--- src/rtl/sm3_msg_expnd.sv ---
// -----------------------------------------------------------------------------
// sm3_msg_expnd -- SM3 message expansion, 32-bit datapath (one round per beat).
//
// Loads one padded 512-bit block as 16 big-endian words (W0 first) over a
// valid/ready handshake. It then streams the 64 round pairs (W_j, W'_j) to the
// compression core, one pair per cycle, with no backpressure. The last-block
// flag is collected while loading and reported on round 63.
//
// Parameters:
//   OTPT_PIPE  0: outputs driven combinationally from the window
//              1: one register stage on wj/wjj/vld/lst (default)
//
// Optional build macro:
//   SM3_EXPND_BYTE_SWAP_EN  byte-reverse each accepted word (little-endian
//                           sources); ports and timing are unchanged
//
// Ports:
//   clk, rst_n          clock, asynchronous active-low reset
//   msg_inpt_d_i        message word
//   msg_inpt_vld_i      word valid
//   msg_inpt_lst_i      word belongs to the final block of the message
//   msg_inpt_rdy_o      stage can accept a word (high only while loading)
//   expnd_otpt_wj_o     W_j
//   expnd_otpt_wjj_o    W'_j = W_j ^ W_{j+4}
//   expnd_otpt_lst_o    round 63 of the last block
//   expnd_otpt_vld_o    round pair valid
// -----------------------------------------------------------------------------
module sm3_msg_expnd #(
    parameter int OTPT_PIPE = 1
) (
    input  logic        clk,
    input  logic        rst_n,
    input  logic [31:0] msg_inpt_d_i,
    input  logic        msg_inpt_vld_i,
    input  logic        msg_inpt_lst_i,
    output logic        msg_inpt_rdy_o,
    output logic [31:0] expnd_otpt_wj_o,
    output logic [31:0] expnd_otpt_wjj_o,
    output logic        expnd_otpt_lst_o,
    output logic        expnd_otpt_vld_o
);

    typedef enum logic {LOAD = 1'b0, EXPND = 1'b1} state_t;

    state_t            state, state_nxt;
    logic [15:0][31:0] win;         // win[0] is the oldest word, W_j in EXPND
    logic [3:0]        load_cntr;
    logic [5:0]        rnd_cntr;
    logic              lst_stky;

    logic [31:0] d_in;
    logic [31:0] w_new;
    logic        acc;
    logic        rnd_last;
    logic        c_vld, c_lst;
    logic [31:0] c_wj, c_wjj;

    function automatic logic [31:0] rotl(input logic [31:0] x, input int unsigned n);
        return (x << n) | (x >> (32 - n));
    endfunction

    function automatic logic [31:0] p1(input logic [31:0] x);
        return x ^ rotl(x, 15) ^ rotl(x, 23);
    endfunction

`ifdef SM3_EXPND_BYTE_SWAP_EN
    assign d_in = {msg_inpt_d_i[7:0], msg_inpt_d_i[15:8],
                   msg_inpt_d_i[23:16], msg_inpt_d_i[31:24]};
`else
    assign d_in = msg_inpt_d_i;
`endif

    assign msg_inpt_rdy_o = (state == LOAD);
    assign acc            = (state == LOAD) && msg_inpt_vld_i;
    assign rnd_last       = (state == EXPND) && (rnd_cntr == 6'd63);

    // W_{j+16} from the current window, where win[k] holds W_{j+k}
    assign w_new = p1(win[0] ^ win[7] ^ rotl(win[13], 15)) ^ rotl(win[3], 7) ^ win[10];

    // ---------------- FSM ----------------
    always_ff @(posedge clk or negedge rst_n) begin
        if (!rst_n) state <= LOAD;
        else        state <= state_nxt;
    end

    always_comb begin
        state_nxt = state;
        case (state)
            LOAD:    if (acc && load_cntr == 4'd15) state_nxt = EXPND;
            EXPND:   if (rnd_last)                  state_nxt = LOAD;
            default: state_nxt = LOAD;
        endcase
    end

    // ---------------- window / counters ----------------
    // Both counters clear by wrapping: load_cntr 15->0 on the 16th word and
    // rnd_cntr 63->0 on the final round.
    always_ff @(posedge clk or negedge rst_n) begin
        if (!rst_n) begin
            win       <= '0;
            load_cntr <= '0;
            rnd_cntr  <= '0;
            lst_stky  <= 1'b0;
        end else begin
            if (acc) begin
                win       <= {d_in, win[15:1]};
                load_cntr <= load_cntr + 4'd1;
                lst_stky  <= lst_stky | msg_inpt_lst_i;
            end
            if (state == EXPND) begin
                win      <= {w_new, win[15:1]};
                rnd_cntr <= rnd_cntr + 6'd1;
                if (rnd_last) lst_stky <= 1'b0;
            end
        end
    end

    // ---------------- outputs ----------------
    assign c_vld = (state == EXPND);
    assign c_wj  = win[0];
    assign c_wjj = win[0] ^ win[4];
    assign c_lst = rnd_last && lst_stky;

    generate
        if (OTPT_PIPE == 0) begin : g_comb
            assign expnd_otpt_vld_o = c_vld;
            assign expnd_otpt_lst_o = c_lst;
            assign expnd_otpt_wj_o  = c_wj;
            assign expnd_otpt_wjj_o = c_wjj;
        end else begin : g_reg
            logic        vld_q, lst_q;
            logic [31:0] wj_q, wjj_q;

            // data holds between bursts; only vld qualifies it
            always_ff @(posedge clk or negedge rst_n) begin
                if (!rst_n) begin
                    vld_q <= 1'b0;
                    lst_q <= 1'b0;
                    wj_q  <= '0;
                    wjj_q <= '0;
                end else begin
                    vld_q <= c_vld;
                    lst_q <= c_lst;
                    if (c_vld) begin
                        wj_q  <= c_wj;
                        wjj_q <= c_wjj;
                    end
                end
            end

            assign expnd_otpt_vld_o = vld_q;
            assign expnd_otpt_lst_o = lst_q;
            assign expnd_otpt_wj_o  = wj_q;
            assign expnd_otpt_wjj_o = wjj_q;
        end
    endgenerate

endmodule

--- config.mk ---
export PLATFORM = sky130hd
export DESIGN_NAME = sm3_msg_expnd
export DESIGN_NICKNAME = d
export VERILOG_FILES = /design/src/rtl/sm3_msg_expnd.sv
export SDC_FILE = /design/constraint.sdc
export NUM_CORES = 1
export LEC_CHECK = 0
export CAP_MARGIN = 20
export CORE_ASPECT_RATIO = 1.2
export CORE_UTILIZATION = 35
export DETAILED_ROUTE_END_ITERATION = 12
export GPL_ROUTABILITY_DRIVEN = 0
export SKIP_LAST_GASP = 1
export SYNTH_ARGS = -nofsm -noshare
export SYNTH_HDL_FRONTEND = slang
export SYNTH_SLANG_ARGS = --single-unit
export TNS_END_PERCENT = 100
--- constraint.sdc ---
create_clock -name clk -period 4 [get_ports clk]
set_input_delay 0.8 -clock clk [delete_from_list [all_inputs] [get_ports clk]]
set_output_delay 0.8 -clock clk [all_outputs]
set_load 0.01 [all_outputs]
After elaboration in Yosys (flattened, before gate mapping)

Index checks and enable logic that the tools add are counted.

Register bits after elaboration: 590
Input bits: 36
Output and inout port bits: 67

Add/sub/neg operators: 2
Equal/unequal tests: 2
Mux-type cells: 8
Bitwise gates (word level): 13
Reduce and logical (&&, ||, !) cells: 5

Operators with widths:

| operator                                                       | count |
|---|---|
| 512-bit 2-to-1 mux                                             | 2 |
| 32-bit XOR                                                     | 7 |
| 32-bit by 15-bit OR with 32-bit output                         | 2 |
| 32-bit by 23-bit OR with 32-bit output                         | 1 |
| 32-bit by 7-bit OR with 32-bit output                          | 1 |
| 6-bit by 1-bit adder with 6-bit output (second input constant) | 1 |
| 6-bit == test (second input constant)                          | 1 |
| 1-bit 2-to-1 mux                                               | 5 |
| 4-bit by 1-bit adder with 4-bit output (second input constant) | 1 |
| 4-bit == test (second input constant)                          | 1 |
| 1-bit logical AND                                              | 4 |
| 1-bit one-hot mux with 2 select lines                          | 1 |
| 2-bit nonzero test                                             | 1 |
| 1-bit NOT                                                      | 1 |
| 1-bit OR                                                       | 1 |

Depth between registers and ports, before layout

Gate-level depths: netlist (run 1).

Depth after elaboration: 8
Gate-level depth with buffers: 6
Gate-level depth less buffers: 4

Worst setup path before layout (run 1)

OpenSTA, ideal clock, no wires.

Kind: register to output
Start point: register state, in the netlist c_vld
End point: output msg_inpt_rdy_o
Data arrival time: 1.136 ns
Path slack: 2.064 ns
Stages on the path, launching flop included: 5
Buffers on the path: 3
Path through: dfrtp_1 > buf_2 > clkbuf_1 > clkbuf_1 > inv_1

Cells in the longest elaborated chain, start to end: 1

Ends and longest elaborated chain:

| element                | line | RTL |
|---|---|---|
| start, declared        | 45   | `state_t state, state_nxt;` |
| start signal, assigned | 83   | `else state <= state_nxt;` |
| 1-bit NOT              | 73   | `assign msg_inpt_rdy_o = (state == LOAD);` |
| end, declared          | 36   | `output logic msg_inpt_rdy_o,` |

No other way between the ends.

Worst setup path in the final report (run 1)

Ends and elaborated chain as after synthesis.

==> impl_metrics.ini, run 1 <==
[die]
number_of_top_level_pins = 103
initial_utilization = 0.354
die-area_sq_um = 70300
core_sq_um = 68400
horizontal_die_dimension_um = 242
num_rows = 105
die_h_um = 290

[sta]
totalNegativeSetupSlack_ns = 0
rsz0062_at_grt = no
minimum_period_implied_by_the_final_worst_setup_slack_ns = 2.76
actual_slew_at_the_worst_max_slew_pin_ns = 0.850
finalSetupViolCount = 0
max_freq_mhz = 362
finalHoldViolCount = 0
final.setup_skew_ns = 0.0191
slew_headroom = 0.434
max_slew_violation_count = 0
min_period_over_period = 0.690

[setup_path]
timing.critical_path.required_ns = 3.20
critPathKind = reg -> out
path_max_fanout = 32
reg2reg_setup_slack_ns = 1.69
cp-end-kind = primary output
arrival_ns = 1.96
rr_worst_depth = 4
start_kind = flip-flop

[synthesis]
yosysSeqAreaShare = 0.609
yosys_warnings = 0
ys_ff_latch = 590
synth_cell_types = 21
synthesis.area_sq_um = 24200
synthCells = 1563
postSynthNetCount = 1601
synth.avg_cell_area_sq_um = 15.5

[layout]
fin_nets = 1712
final_common_cell = sky130_fd_sc_hd__dfrtp_1
share_of_cells_above_drive_strength_1 = 0.379
diodes = 0
syn2layout_area_growth_pct = 16.4
most-common-layout-cells = sky130_fd_sc_hd__dfrtp_1 (589), sky130_fd_sc_hd__mux2_2 (514), sky130_fd_sc_hd__xnor2_1 (164), sky130_fd_sc_hd__clkdlybuf4s50_1 (100), sky130_fd_sc_hd__a21oi_1 (66)

[clock_network]
postCtsSetupBuffers = 0
clk_root_buffer_cell = sky130_fd_sc_hd__clkbuf_16
clkSlewWorstSetupHoldPaths_ns = 0.06
numCtsBuffers = 57
cts.hold.buffers_added = 0
htree_levels = 2
cts_tree = done
ctsLongestPathBuffers = 3
clock-sinks = 590
worst_skew_pair.late_latency_ns = 0.61
ctsResizeCount = 0

[min_path]
min_delay_worst_type = in -> async

[global_routing]
antenna_violations_before_repair = 1
grtUsageTotal = 0.152
grt_pass1_wl_um = 81500
grt_start_max_net_pins = 116
grt-ovfl-total = 0
via_count_of_the_first_global_routing_pass = 13200

[placed_design]
placement.io_buffers = 102
dpl.hpwl_um = 36500

[drt]
ant_nets = 0
dr.first_iter.drc_count = 646
vias = 12400
routed_wire_length_per_instance_um = 19.9
remaining_drc_errors = 0
drt_pre_antenna_iters = 4
finalWirelength_um = 52100
viasPerCell = 4.74

[outcome]
status = finished clean

[run]
cap_violations = 0
per-stage QoR:
| stage | hold WS (ns) | setup WS, ns | std cells | area [sq um] | util |
|---|---|---|---|---|---|
| floorplan | 0.349 | 2.06 | 1563 | 24200 | - |
| global placement | 0.455 | 1.54 | 2524 | 26300 | 0.384 |
| detailed placement | 0.456 | 1.50 | 2524 | 26300 | 0.384 |
| CTS | 0.154 | 1.17 | 2624 | 28200 | 0.412 |
| global route | 0.184 | 1.12 | 2624 | 28200 | 0.412 |
| finish | 0.163 | 1.24 | 2624 | 28200 | 0.412 |
state kept, by name (all words and copies together), names as in the netlist:
| signal | count |
|---|---|
| expnd_otpt_vld_o | 1 |
| lst_stky | 1 |
| expnd_otpt_lst_o | 1 |
| load_cntr | 4 |
| c_vld | 1 |
| expnd_otpt_wjj_o | 32 |
| c_wj | 32 |
| win | 480 |
| expnd_otpt_wj_o | 32 |
| rnd_cntr | 6 |
kinds of logic after synthesis:
family,after synthesis,share of synthesized area
DFF,590,0.609
muxes,514,0.239
xor gates and xnor gates,200,0.0911
AOI/OAI and AO/OA,98,0.0235
buffers and inverters,80,0.0206
and+or+nand+nor,79,0.0162
adders and majority gates,2,0.00103
synth_stat cells, drive strengths merged:
master / number / share of area
nand4: 4 / 0.0010
inv: 1 / 0.00015
a21oi: 66 / 0.014
a211oi: 32 / 0.0099
xor2: 4 / 0.0014
and2: 1 / 0.00026
buf: 58 / 0.017
dfrtp: 590 / 0.61
nand2: 4 / 0.00062
and2b: 1 / 0.00031
nor2b: 32 / 0.0083
xnor2: 164 / 0.059
nor2: 37 / 0.0057
clkbuf: 21 / 0.0033
ha: 2 / 0.0010
xnor3: 32 / 0.030
mux2: 514 / 0.24
layer usage:
layer | up-vias | share of wire | GRT usage
met4 | 0 | 0.030 | 0.0540
li1 | 5655 | - | -
met3 | 76 | 0.040 | 0.0237
met1 | 6518 | 0.43 | 0.199
met5 | - | 0 | 0
met2 | 184 | 0.50 | 0.254
cell type report:
| type | count | area, sq um |
|---|---|---|
| Clock buffer | 79 | 1640 |
| Clock inverter | 21 | 267 |
| Fill cell | 6159 | 40200 |
| Inverter | 1 | 3.75 |
| Multi-Input combinational cell | 893 | 8990 |
| Sequential cell | 590 | 14800 |
| Tap cell | 909 | 1140 |
| Timing Repair Buffer | 131 | 1410 |
path summary, 6_finish.rpt:
path,startpoint,endpoint
setup / recovery,c_vld,msg_inpt_rdy_o
hold / removal,rst_n,expnd_otpt_wjj_o[11]
setup reg to reg,c_vld,win[90]
hold reg to reg,rnd_cntr[5],rnd_cntr[5]
max in group asynchronous,rst_n,win[151]
min in group clk,rnd_cntr[5],rnd_cntr[5]
worst max-delay path, stage by stage, from the launching register on:
cell                              delay (ns)
sky130_fd_sc_hd__dfrtp_4                0.66
sky130_fd_sc_hd__inv_1                  0.14
sky130_fd_sc_hd__clkdlybuf4s50_1        0.56
Power of run 1 is left out: the tool's default activity adds up to more than one toggle a clock period on the data nets, which glitch-free logic cannot reach.
==> run 2: changes to the inputs <==
==> constraint.sdc (replaced) <==
create_clock -name clk -period 2.88 [get_ports clk]
set_input_delay 0.576 -clock clk [delete_from_list [all_inputs] [get_ports clk]]
set_output_delay 0.576 -clock clk [all_outputs]
set_load 0.01 [all_outputs]
==> run 2 against run 1 <==
Worst hold slack better by 0.30 ns. Register-to-register slack worse by 0.85 ns. Largest cell class unchanged. Critical path depth stayed put. Critical path type unchanged. Highest routed layer is now met5. Cell area is 0.52% higher. Wire length is 1.8% higher. Clock-buffer cell count is 8 higher. Final cell count is 0.65% higher. Global-route usage is 0.15 points higher. Die area stayed put. First-iteration DRC count is 7.6% lower.
==> impl_metrics.ini, run 2 (same netlist as run 1, synthesis figures left out) <==
[outcome]
status = finished clean

[global_routing]
grt_pass1_wl_um = 81900
met3_usage = 0.0240
grt-ovfl-total = 0
grt_start_max_net_pins = 109
antenna_violations_before_repair = 2
grt_most_used_layer = met2
grtUsageTotal = 0.153
use_met1 = 0.196
via_count_of_the_first_global_routing_pass = 13300
grt.met2_usage = 0.265

[die]
number_of_top_level_pins = 103
die_h_um = 290
initial_utilization = 0.354
core_sq_um = 68400
num_rows = 105
horizontal_die_dimension_um = 242
die-area_sq_um = 70300

[layout]
registers.top_by_ff_count = win
fin_nets = 1724
diodes = 0
final_design_area_no_fill_sq_um = 28400
share_of_cells_above_drive_strength_1 = 0.382
register_area_sq_um = 14800
largest_register_ffs = 480
nFillCells = 6180
syn2layout_area_growth_pct = 17.0
most-common-layout-cells = sky130_fd_sc_hd__dfrtp_1 (589), sky130_fd_sc_hd__mux2_2 (514), sky130_fd_sc_hd__xnor2_1 (164), sky130_fd_sc_hd__clkdlybuf4s50_1 (100), sky130_fd_sc_hd__a21oi_1 (66)
utilization = 0.414
multi_input_comb_area_sq_um = 8990
final_common_cell = sky130_fd_sc_hd__dfrtp_1

[pwr]
fin_total_pwr_mw = 41.1
internal_dissipation_mw = 26.4
power.net_switching_mw = 14.7
irDropWorstVdd_v = 0.000789
power_frac_clock = 0.181
powerDensity_nw_per_um2 = 1450
switching_share = 0.358
proportion_of_power_drawn_by_flip_flops_and_latches = 0.393
p_leak_nw = 11.5
share_comb_of_total_power = 0.425

[sta]
max_slew_violation_count = 0
slew_headroom = 0.395
finalSetupViolCount = 0
rsz0062_at_grt = no
final.setup_skew_ns = 0.0236
min_period_over_period = 0.822
finalHoldViolCount = 0
totalNegativeSetupSlack_ns = 0
actual_slew_at_the_worst_max_slew_pin_ns = 0.907
minimum_period_implied_by_the_final_worst_setup_slack_ns = 2.37
max_freq_mhz = 422

[setup_path]
path_max_fanout = 5
timing.critical_path.required_ns = 2.30
crit_family = buffers and inverters
worstPathCellList = inv_1, clkdlybuf4s50_1
start_kind = flip-flop
timing.critical_path.slowest_cell_delay_ns = 0.54
cp-end-kind = primary output
cp.buffers_inverters = 2
slowest_stage = sky130_fd_sc_hd__dfrtp_4
critPathKind = reg -> out
arrival_ns = 1.79

[clock_network]
clock-sinks = 590
clkSlewWorstSetupHoldPaths_ns = 0.06
postCtsSetupBuffers = 0
clk_root_buffer_cell = sky130_fd_sc_hd__clkbuf_16
numCtsBuffers = 56
ctsLongestPathBuffers = 3
cts_tree = done
htree_levels = 2
worst_skew_pair.late_latency_ns = 0.62

[drt]
routed_wire_length_per_instance_um = 20.1
drt_pre_antenna_iters = 4
remaining_drc_errors = 0
vias = 12400
finalWirelength_um = 53100
dr.first_iter.drc_count = 597
viasPerCell = 4.71
ant_nets = 0

[run]
cap_violations = 0

[min_path]
min_delay_worst_type = in -> reg

[placed_design]
placement.io_buffers = 102
place_area_sq_um = 26500
dpl.hpwl_um = 37800
==> run 2: power groups by stage <==
| stage | clock network [mW] | registers [mW] | logic, mW |
|---|---|---|---|
| global placement | 0 | 16.3 | 17.2 |
| floorplan | 0 | 15.0 | 12.0 |
| global route | 7.99 | 16.7 | 18.6 |
| CTS | 7.69 | 16.3 | 17.6 |
| finish | 7.45 | 16.2 | 17.5 |
| detailed placement | 0 | 16.4 | 17.5 |
==> run 2: path summary, 6_finish.rpt <==
kind	startpoint	to	slack [ns]	depth (start not counted)
worst max-delay path	c_vld	msg_inpt_rdy_o	0.51	2
worst min-delay path	msg_inpt_vld_i	win[445]	0.46	3
worst max register to register	c_vld	win[112]	0.84	4
worst min register to register	rnd_cntr[5]	rnd_cntr[5]	0.47	1
max in group asynchronous	rst_n	win[64]	1.38	3
min in group asynchronous	rst_n	expnd_otpt_wj_o[12]	0.49	2
==> run 2: stage by stage <==
| step | hold WS, ns | setup WS [ns] | instances |
|---|---|---|---|
| after floorplan | 0.280 | 1.17 | 1563 |
| after global placement | 0.455 | 0.723 | 2536 |
| after detailed placement | 0.458 | 0.710 | 2536 |
| after CTS | 0.429 | 0.449 | 2641 |
| after global routing | 0.457 | 0.451 | 2641 |
| final | 0.462 | 0.512 | 2641 |
==> run 2: final cells by class <==
class / count / share of cell area
clock buffers: 87 / 0.0596
clock inverters: 17 / 0.00622
inverters: 1 / 0.000132
multi-input cells: 893 / 0.317
flip-flops and latches: 590 / 0.521
well taps: 909 / 0.0401
repair buffers: 144 / 0.0564
==> run 2: repair_timing <==
action / 4_1_cts / 5_1_grt
hold endpoints to repair: 37 / 0
resized for setup: 0 / 0
hold buffers: 1 / 0
==> run 2: worst register-to-register path, stage by stage (launching register included) <==
cell and delay (ns):
sky130_fd_sc_hd__dfrtp_4 0.54, sky130_fd_sc_hd__nor2_4 0.40, sky130_fd_sc_hd__buf_12 0.27, sky130_fd_sc_hd__buf_12 0.31, sky130_fd_sc_hd__mux2_2 0.39
==> run 2: per-layer routing <==
layer | wire length, um | vias to the layer above | share of wire
li1 | - | 5696 | -
met1 | 23000 | 6506 | 0.43
met2 | 27000 | 158 | 0.51
met3 | 1650 | 83 | 0.031
met4 | 1450 | 2 | 0.027
met5 | 13 | - | 0.00024
(Power assumes the default switching activity.)
==> run 3: changes to the inputs <==
==> constraint.sdc (replaced) <==
create_clock -name clk -period 2.42 [get_ports clk]
set_input_delay 0.484 -clock clk [delete_from_list [all_inputs] [get_ports clk]]
set_output_delay 0.484 -clock clk [all_outputs]
set_load 0.01 [all_outputs]
==> run 3 against run 2 <==
Worst hold slack got worse by 0.061 ns. Sequential power rose by 19%. Clock power rose by 24%. Combinational power rose by 18%. Final cell count rose by 0.53%. Largest cell class unchanged. Largest power group unchanged. Highest routed layer is now met4.
==> impl_metrics.ini, run 3 (same netlist as run 1, synthesis figures left out) <==
[global_routing]
grt_pass1_wl_um = 82800
antenna_violations_before_repair = 0
via_count_of_the_first_global_routing_pass = 13500
grtUsageTotal = 0.153
grt-ovfl-total = 0
grt_start_max_net_pins = 87

[setup_path]
crit_path_end = msg_inpt_rdy_o
cp-end-kind = primary output
worst_setup_path_startpoint = c_vld
crit_family = buffers and inverters
path_max_fanout = 4
timing.critical_path.required_ns = 1.94
timing.critical_path.depth = 2
critPathKind = reg -> out
reg2reg_setup_slack_ns = 0.46
start_kind = flip-flop
r2r-end = win[72]
r2r_start = c_vld
rr_worst_depth = 4
cp.buffers_inverters = 2
timing.critical_path.slowest_cell_delay_ns = 0.56
worstPathCellList = inv_1, clkdlybuf4s50_1
slowest_stage = sky130_fd_sc_hd__dfrtp_4
arrival_ns = 1.82

[pwr]
irDropWorstVdd_v = 0.00107
p_leak_nw = 11.7
internal_dissipation_mw = 31.8
fin_total_pwr_mw = 49.3
power.net_switching_mw = 17.5
switching_share = 0.355
powerDensity_nw_per_um2 = 1720
proportion_of_power_drawn_by_flip_flops_and_latches = 0.391
power_frac_clock = 0.188
share_comb_of_total_power = 0.421

[drt]
ant_nets = 0
viasPerCell = 4.71
dr.first_iter.drc_count = 557
finalWirelength_um = 52600
routed_wire_length_per_instance_um = 19.8
remaining_drc_errors = 0
vias = 12500
drt_pre_antenna_iters = 4

[clock_network]
clk_root_buffer_cell = sky130_fd_sc_hd__clkbuf_16
worst_skew_pair.late_latency_ns = 0.61
cts_tree = done
htree_levels = 2
ctsResizeCount = 0
postCtsSetupBuffers = 0
numCtsBuffers = 58
cts.hold.buffers_added = 1
ctsLongestPathBuffers = 3
clock-sinks = 590
clkSlewWorstSetupHoldPaths_ns = 0.06

[sta]
finalHoldViolCount = 0
actual_slew_at_the_worst_max_slew_pin_ns = 0.665
post-route-worst-setup-slack_ns = 0.116
rsz0062_at_grt = no
max_freq_mhz = 434
min_period_over_period = 0.952
max_slew_violation_count = 0
minimum_period_implied_by_the_final_worst_setup_slack_ns = 2.30
slew_headroom = 0.556
final.setup_skew_ns = 0.0150
finalSetupViolCount = 0
totalNegativeSetupSlack_ns = 0

[layout]
final_design_area_no_fill_sq_um = 28700
fin_nets = 1736
most-common-layout-cells = sky130_fd_sc_hd__dfrtp_1 (589), sky130_fd_sc_hd__mux2_2 (514), sky130_fd_sc_hd__xnor2_1 (164), sky130_fd_sc_hd__clkdlybuf4s50_1 (100), sky130_fd_sc_hd__a21oi_1 (66)
largest_register_ffs = 480
nFillCells = 6123
registers.top_by_ff_count = win
diodes = 0
share_of_cells_above_drive_strength_1 = 0.389
syn2layout_area_growth_pct = 18.2
final_common_cell = sky130_fd_sc_hd__dfrtp_1
stdcell_count = 2655

[die]
horizontal_die_dimension_um = 242
die_h_um = 290
core_sq_um = 68400
num_rows = 105
die-area_sq_um = 70300
initial_utilization = 0.354
number_of_top_level_pins = 103

[placed_design]
dp.cells = 2546
place_area_sq_um = 26700
pre_cts_ws_ns = 0.426
placement.io_buffers = 102
dpl.hpwl_um = 37700

[min_path]
min_delay_worst_type = in -> reg
hold_path_depth = 3

[outcome]
status = finished clean

[run]
cap_violations = 0
## run 3: cell types whose count changed in the layout (fill, tap and decap cells not counted)
cell,delta
sky130_fd_sc_hd__inv_16,+1
sky130_fd_sc_hd__clkinv_2,+1
sky130_fd_sc_hd__buf_12,+7
sky130_fd_sc_hd__inv_6,+1
sky130_fd_sc_hd__bufinv_16,+2
sky130_fd_sc_hd__clkinvlp_4,+1
sky130_fd_sc_hd__clkbuf_8,+2
sky130_fd_sc_hd__clkbuf_16,+1
sky130_fd_sc_hd__clkinv_8,-1
sky130_fd_sc_hd__buf_4,+3
sky130_fd_sc_hd__clkbuf_1,-4
## run 3: cell type report
class	instances	area [sq um]	share of cell area
clock buffers	86	1730	0.0603
clock inverters	22	262	0.00913
inverters	1	3.75	0.000131
multi-input cells	893	8990	0.314
flip-flops and latches	590	14800	0.515
well taps	909	1140	0.0397
repair buffers	154	1760	0.0616
## run 3: power by group through the flow
stage               clock network, mW  registers [mW]  logic, mW
global route                     9.94            19.9       22.2
CTS                              9.57            19.4       21.1
floorplan                           0            17.8       14.3
detailed placement                  0            19.5       20.9
global placement                    0            19.4       20.6
finish                           9.27            19.2       20.7
## run 3: metal layers
layer / wire length, um / global-route usage / vias to the layer above
met5: 0 / 0 / -
met4: 1270 / 0.0458 / 0
met3: 1690 / 0.0211 / 63
met2: 26400 / 0.262 / 172
met1: 23300 / 0.200 / 6537
li1: - / - / 5720
## run 3: how the worst min path moves through the flow
stage	start	end	slack, ns
global placement	rnd_cntr[5]	rnd_cntr[5]	0.46
floorplan	rst_n	c_vld	0.19
detailed placement	rnd_cntr[5]	rnd_cntr[5]	0.46
global route	msg_inpt_vld_i	win[83]	0.39
CTS	msg_inpt_vld_i	win[51]	0.37
finish	msg_inpt_vld_i	win[51]	0.40
## run 3: worst reg2reg max path: cells and delay by family (launching register included)
family / cells / cell delay [ns]
flip-flops: 1 / 0.56
buffers and inverters: 2 / 0.53
AND/OR/NAND/NOR: 1 / 0.37
multiplexers: 1 / 0.37
## run 3: per-stage QoR
stage          hold WS, ns  utilization
6_report             0.401        0.419
5_1_grt              0.387        0.419
4_1_cts              0.368        0.419
3_5_place_dp         0.456        0.389
3_3_place_gp         0.456        0.389
2_1_floorplan        0.188            -
